### config.mk
export PLATFORM = sky130hd
export DESIGN_NAME = ctrl_fsm
export DESIGN_NICKNAME = d
export VERILOG_FILES = /design/src/rtl/ctrl_fsm.sv
export SDC_FILE = /design/constraint.sdc
export NUM_CORES = 1
export LEC_CHECK = 0
export CORE_UTILIZATION = 30
export DETAILED_ROUTE_END_ITERATION = 10
export PLACE_DENSITY = 0.52
export SLEW_MARGIN = 20
export SYNTH_ARGS = -nofsm -noshare
export SYNTH_HDL_FRONTEND = slang
export SYNTH_SLANG_ARGS = --single-unit
### constraint.sdc
create_clock -name Clk -period 2.3 [get_ports Clk]
set_input_delay 0.46 -clock Clk [delete_from_list [all_inputs] [get_ports Clk]]
set_output_delay 0.46 -clock Clk [all_outputs]
set_load 0.05 [all_outputs]
### src/rtl/ctrl_fsm.sv
// Multi-cycle instruction sequencer: EXEC/MEM stepping, memory-latency stall, Start/Ack handshake,
// and saturating retired-instruction and cycle counters.
module ctrl_fsm #(
  parameter int unsigned    IW      = 9,
  parameter int unsigned    OPW     = 4,
  parameter int unsigned    MEM_LAT = 1,
  parameter int unsigned    CW      = 16,
  parameter logic [OPW-1:0] OP_LDI  = 4'b0000,
  parameter logic [OPW-1:0] OP_LDR  = 4'b0001,
  parameter logic [OPW-1:0] OP_STR  = 4'b0110
) (
  input  logic          Clk,
  input  logic          Reset_n,
  input  logic          Start,
  input  logic [IW-1:0] Instruction,
  output logic          PcEn,
  output logic          PcRst,
  output logic          RegWrEn,
  output logic [1:0]    RegLoadType,
  output logic          StoreInst,
  output logic          Ack,
  output logic          Busy,
  output logic [CW-1:0] InstCnt,
  output logic [CW-1:0] CycleCnt
);

  localparam logic [1:0] StIdle = 2'd0;
  localparam logic [1:0] StExec = 2'd1;
  localparam logic [1:0] StMem  = 2'd2;
  localparam logic [1:0] StDone = 2'd3;

  localparam logic [2:0] LdInit = 3'((MEM_LAT == 0) ? 0 : MEM_LAT - 1);

  logic [1:0]     state_q, state_d;
  logic [2:0]     ldcnt_q, ldcnt_d;
  logic [CW-1:0]  inst_q, inst_d;
  logic [CW-1:0]  cyc_q, cyc_d;
  logic [OPW-1:0] opcode;
  logic           is_halt, is_wr_op;
  logic           pcen, pcrst, regwr, store;
  logic [1:0]     ltype;

  assign opcode  = Instruction[IW-1 -: OPW];
  assign is_halt = &Instruction;
  // Writing opcodes are the first six codes of each half of the opcode space.
  assign is_wr_op = (opcode[OPW-2:0] <= (OPW-1)'(5));

  always_comb begin
    state_d = state_q;
    ldcnt_d = ldcnt_q;
    pcen    = 1'b0;
    pcrst   = 1'b0;
    regwr   = 1'b0;
    store   = 1'b0;
    ltype   = 2'b10;
    case (state_q)
      StIdle, StDone: begin
        // Gate with reset so a held Start cannot pulse PcRst while in reset.
        if (Start && Reset_n) begin
          pcrst   = 1'b1;
          state_d = StExec;
        end
      end
      StExec: begin
        if (opcode == OP_LDI)      ltype = 2'b00;
        else if (opcode == OP_LDR) ltype = 2'b01;
        if (is_halt) begin
          state_d = StDone;
        end else if (opcode == OP_LDR) begin
          if (MEM_LAT == 0) begin
            regwr = 1'b1;
            pcen  = 1'b1;
          end else begin
            state_d = StMem;
            ldcnt_d = LdInit;
          end
        end else if (opcode == OP_STR) begin
          store = 1'b1;
          pcen  = 1'b1;
        end else if (is_wr_op) begin
          regwr = 1'b1;
          pcen  = 1'b1;
        end else begin
          pcen = 1'b1;
        end
      end
      StMem: begin
        ltype = 2'b01;
        if (ldcnt_q == 3'd0) begin
          regwr   = 1'b1;
          pcen    = 1'b1;
          state_d = StExec;
        end else begin
          ldcnt_d = ldcnt_q - 3'd1;
        end
      end
      default: state_d = StIdle;
    endcase
  end

  always_comb begin
    inst_d = inst_q;
    cyc_d  = cyc_q;
    if (pcrst) begin
      inst_d = '0;
      cyc_d  = '0;
    end else begin
      if (pcen && (inst_q != '1)) inst_d = inst_q + CW'(1);
      if (((state_q == StExec) || (state_q == StMem)) && (cyc_q != '1)) cyc_d = cyc_q + CW'(1);
    end
  end

  always_ff @(posedge Clk or negedge Reset_n) begin
    if (!Reset_n) begin
      state_q <= StIdle;
      ldcnt_q <= 3'd0;
      inst_q  <= '0;
      cyc_q   <= '0;
    end else begin
      state_q <= state_d;
      ldcnt_q <= ldcnt_d;
      inst_q  <= inst_d;
      cyc_q   <= cyc_d;
    end
  end

  assign PcEn        = pcen;
  assign PcRst       = pcrst;
  assign RegWrEn     = regwr;
  assign RegLoadType = ltype;
  assign StoreInst   = store;
  assign Ack         = (state_q == StDone);
  assign Busy        = (state_q == StExec) || (state_q == StMem);
  assign InstCnt     = inst_q;
  assign CycleCnt    = cyc_q;

endmodule

==> metrics.yaml, run 1 <==
floorplan:
  die-area_sq_mm: 0.00787
  die_x_microns: 88.7
  start_util_pct: 31.1
  ios: 52
  fp-row-count: 31
  fp.dieH_microns: 88.7
  fp.coreArea_sq_mm: 0.00725
synth:
  synth_seq_cells: 37
  seq_area_frac_synth_pct: 41.0
  yosysWarnings: 0
  syn_area_per_cell_sq_um: 9.10
  async_reset_ff_share_pct: 100
  netlist_area_sq_mm: 0.00226
  yosys_most_used_dff: "dfrtp_1"
  synth_fp_nets: 267
  synthCells: 248
  synth_edf_count: 0
  yosysUniqueCellTypes: 48
global_routing:
  grt_pass1_wl_mm: 10.1
  antenna_found_initial: 0
  grt_max_degree: 22
  grtUsageTotal_pct: 16.5
  grt_pass1_vias: 2094
  gr-total-overflow: 0
clocking:
  path_clk_slew_ns: 0.08
  root_buffer: "clkbuf_8"
  cts_tree: "done"
  insertion_delay_ns: 0.29
  cts.htree.levels: 2
  cts_sinks: 37
  cts_inserted_buffers: 5
  clockBufferDepth: 2
placed_design:
  dp.final_hpwl_mm: 4.41
  placed_area_sq_mm: 0.00304
  place.gp.congestion: 0.738
  port_buffers: 51
sta:
  slew_headroom_pct: 66.0
  rsz0062_at_grt: "yes"
  period_minus_slack_ns: 2.33
  max_freq_mhz: 430
  fin_crit_sh_pct: 101
  fin_ws_ns: -0.0280
  drv_slew: 0
  finalHoldViolations: 0
  hold-worst-slack_ns: 0.0140
  final.setup.tns_ns: -0.0417
  skew_ns: 0.00375
  worst_pin_slew_ns: 0.509
  finalSetupViolations: 2
route:
  totalWireLength_mm: 6.10
  vias_per_cell: 5.13
  drt_iter0_markers: 83
  route.detailed.drc: 0
  wl_per_cell_microns: 14.2
  vias: 2196
  ant_nets: 0
  first_pass_iters: 4
setup_path:
  crit_buf_inv: 1
  worst_setup_path_end_kind: "primary output"
  path_max_fanout: 3
  path_delay_family: "simple AND/OR/NAND/NOR gates"
  arrival_ns: 1.87
  slowest_delay_ns: 0.43
  path_class: "flip-flop to primary output"
  crit_chain: "ha_4 > and3b_1 > or4_4 > nand3_4 > a31oi_4 > buf_6"
  required_ns: 1.84
  slowest_stage: "dfrtp_1"
  start_kind: "flip-flop"
pwr:
  p_switching_w: 0.00188
  swShare_pct: 48.5
  seqPwrFrac_pct: 27.0
  p_leak_nw: 1.37
  p_clk_share_pct: 15.5
  ir_worst_vdd_mv: 0.871
  internal_power_w: 0.00199
  power_frac_comb_pct: 57.5
  p_per_area_mw_per_mm2: 1180
status:
  outcome: "complete, but fails checks"
  violations: "negative setup slack"
run:
  cap_violations: 0
worst_hold_path:
  hp-class: "primary input to async pin"
cells_and_area:
  diodes: 0
  drive_above_1_share_pct: 19.5
  design_area_sq_mm: 0.00327
  synthToLayoutAreaGrowth_pct: 44.9
  final_net_count: 347
-- area by class of cell --
class	instances	area (sq um)
Fill cell	729	3990
Inverter	9	36.3
Multi-Input combinational cell	195	1280
Tap cell	99	124
Sequential cell	37	926
Timing Repair Buffer	80	778
Clock buffer	6	82.6
Clock inverter	2	37.5
-- worst reg2reg max path: cells and delay by family, from the launching register on --
kind / cells / cell delay (ns)
AO/OA/AOI/OAI: 2 / 0.35
AND/OR/NAND/NOR: 2 / 0.64
adder cells (fa/ha/maj): 1 / 0.30
buffers and inverters: 2 / 0.32
flip-flops: 1 / 0.43
-- kinds of logic (layout without fill, tap and decap cells) --
| group | Yosys count | in the layout | share of synthesized area [%] |
|---|---|---|---|
| simple gates | 117 | 117 | 28.5 |
| compound gates | 56 | 56 | 15.9 |
| flops | 37 | 37 | 41.0 |
| buf+inv | 16 | 97 | 4.27 |
| mux | 10 | 10 | 4.44 |
| fa+ha+maj | 7 | 7 | 3.88 |
| xor+xnor | 5 | 5 | 1.94 |
-- worst paths after layout --
check                                             from                       end  slack, ns  cells after the start
max in group asynchronous                      Reset_n  CycleCnt[11]$_DFFE_PN0P_       1.78                      2
worst max-delay path            state_q[1]$_DFFE_PN0P_                   RegWrEn      -0.03                      6
min in group Clk                InstCnt[4]$_DFFE_PN0P_    InstCnt[4]$_DFFE_PN0P_       0.53                      1
worst max register to register  state_q[1]$_DFFE_PN0P_   InstCnt[14]$_DFFE_PN0P_       0.18                      7
worst min register to register  InstCnt[4]$_DFFE_PN0P_    InstCnt[4]$_DFFE_PN0P_       0.53                      1
worst min-delay path                           Reset_n    InstCnt[5]$_DFFE_PN0P_       0.01                      1
-- power groups by stage --
stage	registers [W]	logic (W)	clock network, W
floorplan	0.00157	0.000930	0
global placement	0.00106	0.00215	0
detailed placement	0.00105	0.00216	0
CTS	0.00104	0.00220	0.000614
global route	0.00108	0.00238	0.000642
finish	0.00105	0.00223	0.000600
-- repair_timing --
| action | in CTS | in global routing |
|---|---|---|
| hold endpoints to repair | 0 | 0 |
| resized for setup | 11 | 14 |
| setup buffers | 3 | 3 |
| setup endpoints to repair | 3 | 4 |
| pin swaps | 5 | 5 |
| hold buffers | 0 | 0 |
-- cell usage after synthesis, drive strengths merged (2+ instances only) --
master	count	area (sq um)
a211oi	2	15.0
a21oi	18	97.6
a22o	4	35.0
a31oi	4	25.0
and3	5	31.3
and4	4	35.0
buf	5	55.0
clkbuf	2	7.51
dfrtp	37	926
ha	7	87.6
inv	8	30.0
mux2i	10	100
nand2	32	120
nand2b	3	18.8
nand3	18	103
nand4	4	25.0
nor2	13	48.8
nor2b	2	12.5
nor3	11	60.1
nor4	5	31.3
nor4b	4	35.0
o21ai	12	63.8
o31ai	10	75.1
or3	5	31.3
or4	7	56.3
xnor2	3	26.3
xor2	2	17.5
-- cell usage in the layout, fill, tap and decap left out, types with 10 or more instances in the layout --
cell type        count
mux2i_1             10
nand3_1             16
buf_4               30
o21ai_0             10
dfrtp_1             37
o31ai_1             10
a21oi_1             16
clkdlybuf4s50_1     34
nand2_1             32
nor3_1              10
nor2_1              12
-- stage by stage --
step	cells	utilization (%)	setup slack, ns	power [W]
floorplan	248	-	-0.0772	0.00250
global placement	414	42.0	-0.227	0.00320
detailed placement	414	42.0	-0.270	0.00321
CTS	425	44.1	-0.126	0.00386
global route	428	45.1	-0.0863	0.00410
finish	428	45.1	-0.0280	0.00387
-- sequential cells by signal, summed over array words and instances (netlist names) --
name	count
state_q	2
ldcnt_q	3
CycleCnt	16
InstCnt	16
-- metal layers --
metal,wire [microns],global-route usage (%),vias up
met2,2810,25.4,54
met5,0,0,-
met3,267,3.26,9
met1,2950,23.5,1043
met4,65,4.25,0
li1,-,-,1090
Power figures use the tool's default switching activity.
==> run 2, diff against run 1 <==
--- a/config.mk
+++ b/config.mk
@@ -5,9 +5,12 @@
 export SDC_FILE = /design/constraint.sdc
 export NUM_CORES = 1
 export LEC_CHECK = 0
+export CAP_MARGIN = 20
 export CORE_UTILIZATION = 30
 export DETAILED_ROUTE_END_ITERATION = 10
+export MAX_ROUTING_LAYER = met4
 export PLACE_DENSITY = 0.52
+export SKIP_CTS_REPAIR_TIMING = 1
 export SLEW_MARGIN = 20
 export SYNTH_ARGS = -nofsm -noshare
 export SYNTH_HDL_FRONTEND = slang
==> run 2 against run 1 <==
Effect of this change:
- the run still ends with negative setup slack left
- worst setup slack worse by 0.024 ns
- power decreased by 0.49%
- utilization decreased by 0.10 points
- critical path type is now primary input to primary output
==> metrics.yaml, run 2 (synthesis gave the netlist of run 1 again) <==
sta:
  fin_ws_ns: -0.0523
  max_freq_mhz: 425
  drv_slew: 0
  period_minus_slack_ns: 2.35
  slew_headroom_pct: 66.0
  fin_crit_sh_pct: 102
  finalHoldViolations: 0
  skew_ns: 0.00436
  rsz0062_at_grt: "yes"
  finalSetupViolations: 2
  worst_pin_slew_ns: 0.509
  hold-worst-slack_ns: 0.0132
placed_design:
  placed_area_sq_mm: 0.00304
  dp.final_hpwl_mm: 4.41
  port_buffers: 51
  place.gp.congestion: 0.748
setup_path:
  reg2reg_slack_ns: 0.20
  path_max_fanout: 3
  r2r.worst_path.cells: 7
  start_kind: "primary input"
  arrival_ns: 1.89
  worst_setup_path_end_kind: "primary output"
  required_ns: 1.84
  slowest_stage: "or4_4"
  slowest_delay_ns: 0.51
  path_class: "primary input to primary output"
  worstReg2RegEnd: "InstCnt[14]$_DFFE_PN0P_"
  crit_chain: "clkdlybuf4s50_1 > nand4_1 > or4_4 > nand3_4 > a31oi_4 > buf_6"
  worstReg2RegStart: "state_q[0]$_DFFE_PN0P_"
  worstSetupStartpoint: "Instruction[2]"
cells_and_area:
  design_area_sq_mm: 0.00326
  drive_above_1_share_pct: 18.7
  final_net_count: 345
  diodes: 0
  mostFrequentLayoutCells: "dfrtp_1 (37), clkdlybuf4s50_1 (37), nand2_1 (32)"
  synthToLayoutAreaGrowth_pct: 44.5
  fill_cells: 726
route:
  totalWireLength_mm: 6.05
  drt_iter0_markers: 98
  wl_per_cell_microns: 14.2
  first_pass_iters: 4
  vias: 2185
  ant_nets: 0
  vias_per_cell: 5.13
  route.detailed.drc: 0
global_routing:
  grt_pass1_vias: 2048
  grtUsageTotal_pct: 16.9
  antenna_found_initial: 0
  grt_pass1_wl_mm: 9.99
  grt_max_degree: 22
  gr-total-overflow: 0
clocking:
  insertion_delay_ns: 0.29
  clockBufferDepth: 2
  root_buffer: "clkbuf_8"
  cts_inserted_buffers: 5
  cts_tree: "done"
  cts_sinks: 37
  path_clk_slew_ns: 0.08
  cts.htree.levels: 2
run:
  cap_violations: 0
pwr:
  ir_worst_vdd_mv: 0.868
  p_leak_nw: 1.36
  p_per_area_mw_per_mm2: 1180
  total_power_w: 0.00385
status:
  outcome: "complete, but fails checks"
  violations: "negative setup slack"
floorplan:
  fp.dieH_microns: 88.7
  fp.coreArea_sq_mm: 0.00725
  start_util_pct: 31.1
  ios: 52
  die_x_microns: 88.7
  fp-row-count: 31
  die-area_sq_mm: 0.00787
worst_hold_path:
  hp-class: "primary input to async pin"
==> run 2: metal layers <==
layer	vias up	track usage, %	wire, microns
met3	6	2.99	237
met5	-	-	0
li1	1084	-	-
met1	1035	23.6	2960
met2	60	25.0	2810
met4	0	4.25	46
==> run 2: stage by stage <==
| step | worst slack [ns] | setup TNS, ns | instances | util (%) |
|---|---|---|---|---|
| 6_report | -0.0523 | -0.0906 | 426 | 45.0 |
| 3_5_place_dp | -0.270 | -2.92 | 414 | 42.0 |
| 4_1_cts | -0.268 | -0.735 | 422 | 43.6 |
| 5_1_grt | -0.115 | -0.218 | 426 | 45.0 |
| 3_3_place_gp | -0.227 | -2.09 | 414 | 42.0 |
| 2_1_floorplan | -0.0772 | -0.147 | 248 | - |
==> run 2: worst max path at each step <==
stage	end	slack (ns)	cells after the start
after CTS	PcEn	-0.27	7
after floorplan	RegWrEn	-0.08	7
after global routing	RegWrEn	-0.11	7
after global placement	RegLoadType[0]	-0.23	7
final	RegWrEn	-0.05	6
after detailed placement	PcEn	-0.27	6
==> run 2: power by group <==
group | leakage, nW | total [W] | switching [W] | internal, W
Clock | 0.0574 | 0.000598 | 0.000245 | 0.000353
Combinational | 0.807 | 0.00221 | 0.00141 | 0.000804
Sequential | 0.494 | 0.00104 | 0.000219 | 0.000824
==> run 2: cell type report <==
cell class	instances	area, sq um	share of cell area [%]
clock buffers	6	82.6	2.53
flip-flops and latches	37	926	28.4
inverters	9	36.3	1.11
clock inverters	2	37.5	1.15
multi-input cells	195	1290	39.5
repair buffers	78	767	23.5
well taps	99	124	3.80
==> run 2: worst max-delay path, delay by kind of cell <==
kind / cells / cell delay (ns)
buf+inv: 2 / 0.62
simple gates: 3 / 0.77
compound gates: 1 / 0.04
==> run 3, diff against run 2 <==
--- a/config.mk
+++ b/config.mk
@@ -9,7 +9,7 @@
 export CORE_UTILIZATION = 30
 export DETAILED_ROUTE_END_ITERATION = 10
 export MAX_ROUTING_LAYER = met4
-export PLACE_DENSITY = 0.52
+export PLACE_DENSITY = 0.65
 export SKIP_CTS_REPAIR_TIMING = 1
 export SLEW_MARGIN = 20
 export SYNTH_ARGS = -nofsm -noshare
==> run 3 against run 2 <==
Effect of this change:
- the run still ends with negative setup slack left
- sequential power barely moved
- sequential share of layout area rose by 0.29 points
- clock power fell by 22%
- routed wire length fell by 3.5%
- critical path depth rose by 1
- combinational power barely moved
- cell area fell by 1.0%
- critical endpoint unchanged
- largest cell class unchanged
- highest routed layer unchanged
==> metrics.yaml, run 3 (synthesis gave the netlist of run 1 again) <==
placed_design:
  placed_area_sq_mm: 0.00302
  pre_cts_slack_ns: -0.251
  port_buffers: 51
  dp.final_hpwl_mm: 4.22
  place.gp.congestion: 0.847
  dp_cells: 411
global_routing:
  gr-total-overflow: 0
  antenna_found_initial: 0
  grt_pass1_wl_mm: 9.43
  grtUsageTotal_pct: 15.9
  grt_max_degree: 22
  grt_pass1_vias: 2025
sta:
  hold-worst-slack_ns: 0.166
  skew_ns: 0.0132
  period_minus_slack_ns: 2.33
  fin_ws_ns: -0.0303
  fin_crit_sh_pct: 101
  slew_headroom_pct: 65.6
  max_freq_mhz: 429
  rsz0062_at_grt: "yes"
  worst_pin_slew_ns: 0.515
  finalSetupViolations: 2
  drv_slew: 0
  finalHoldViolations: 0
worst_hold_path:
  hp-class: "primary input to async pin"
floorplan:
  fp.dieH_microns: 88.7
  fp.coreArea_sq_mm: 0.00725
  die_x_microns: 88.7
  die-area_sq_mm: 0.00787
  start_util_pct: 31.1
  fp-row-count: 31
  ios: 52
setup_path:
  path_class: "flip-flop to primary output"
  reg2reg_slack_ns: 0.11
  arrival_ns: 1.87
  start_kind: "flip-flop"
  slowest_stage: "or4_4"
  slowest_delay_ns: 0.43
  worst_setup_path_end_kind: "primary output"
  required_ns: 1.84
  crit_chain: "inv_2 > ha_4 > and3b_2 > or4_4 > nand3_4 > a31oi_4 > buf_6"
  crit_buf_inv: 2
  path_delay_family: "simple AND/OR/NAND/NOR gates"
  path_max_fanout: 3
pwr:
  p_leak_nw: 1.38
  p_per_area_mw_per_mm2: 1150
  ir_worst_vdd_mv: 0.716
clocking:
  clockBufferDepth: 2
  insertion_delay_ns: 0.30
  cts_sinks: 37
  path_clk_slew_ns: 0.08
  cts.htree.levels: 2
  root_buffer: "clkbuf_8"
  cts_inserted_buffers: 5
  cts_tree: "done"
run:
  cap_violations: 0
route:
  drt_iter0_markers: 78
  wl_per_cell_microns: 13.8
  route.detailed.drc: 0
  vias_per_cell: 5.18
  totalWireLength_mm: 5.84
  vias: 2196
  first_pass_iters: 4
  ant_nets: 0
cells_and_area:
  final_common_cell: "dfrtp_1"
  fin_util_pct: 44.5
  design_area_sq_mm: 0.00323
  final_net_count: 343
  fill_cells: 705
  mostFrequentLayoutCells: "dfrtp_1 (37), clkdlybuf4s50_1 (33), nand2_1 (32)"
  drive_above_1_share_pct: 18.8
  layoutNonFillerInstCount: 424
  synthToLayoutAreaGrowth_pct: 43.1
  diodes: 0
status:
  violations: "negative setup slack"
  outcome: "complete, but fails checks"
[run 3: metal layers]
metal / up-vias / wire (microns) / track usage [%]
li1: 1085 / - / -
met1: 1059 / 2750 / 20.4
met2: 45 / 2720 / 25.4
met3: 7 / 315 / 3.73
met4: 0 / 59 / 4.11
met5: - / 0 / -
[run 3: per-stage QoR]
step	TNS (ns)	power [W]
2_1_floorplan	-0.147	0.00250
6_report	-0.0503	0.00371
4_1_cts	-0.625	0.00366
3_5_place_dp	-2.52	0.00319
3_3_place_gp	-1.81	0.00317
5_1_grt	-0.182	0.00393
[run 3: worst register-to-register path: cells and delay by family (launching register included)]
| family | cells | cell delay (ns) |
|---|---|---|
| simple gates | 2 | 0.65 |
| buf+inv | 3 | 0.44 |
| fa+ha+maj | 1 | 0.29 |
| flops | 1 | 0.37 |
| compound gates | 2 | 0.37 |
[run 3: area by class of cell]
type	count	area (sq um)	share of cell area [%]
clock inverters	3	17.5	0.543
repair buffers	76	762	23.6
inverters	9	36.3	1.12
flip-flops and latches	37	926	28.7
clock buffers	5	68.8	2.13
well taps	99	124	3.84
multi-input cells	195	1290	40.1
[run 3: power by group]
group | internal (W) | total (W) | switching (W)
logic | 0.000803 | 0.00219 | 0.00139
clock network | 0.000209 | 0.000465 | 0.000256
registers | 0.000824 | 0.00106 | 0.000231
[run 3: path summary, 6_finish.rpt]
| path | depth (start not counted) | end | from |
|---|---|---|---|
| setup / recovery | 7 | RegWrEn | ldcnt_q[0]$_DFFE_PN0P_ |
| hold / removal | 2 | InstCnt[10]$_DFFE_PN0P_ | Reset_n |
| setup reg to reg | 8 | InstCnt[14]$_DFFE_PN0P_ | state_q[0]$_DFFE_PN0P_ |
| hold reg to reg | 1 | InstCnt[4]$_DFFE_PN0P_ | InstCnt[4]$_DFFE_PN0P_ |
| max in group asynchronous | 2 | CycleCnt[4]$_DFFE_PN0P_ | Reset_n |
| min in group Clk | 1 | InstCnt[4]$_DFFE_PN0P_ | InstCnt[4]$_DFFE_PN0P_ |
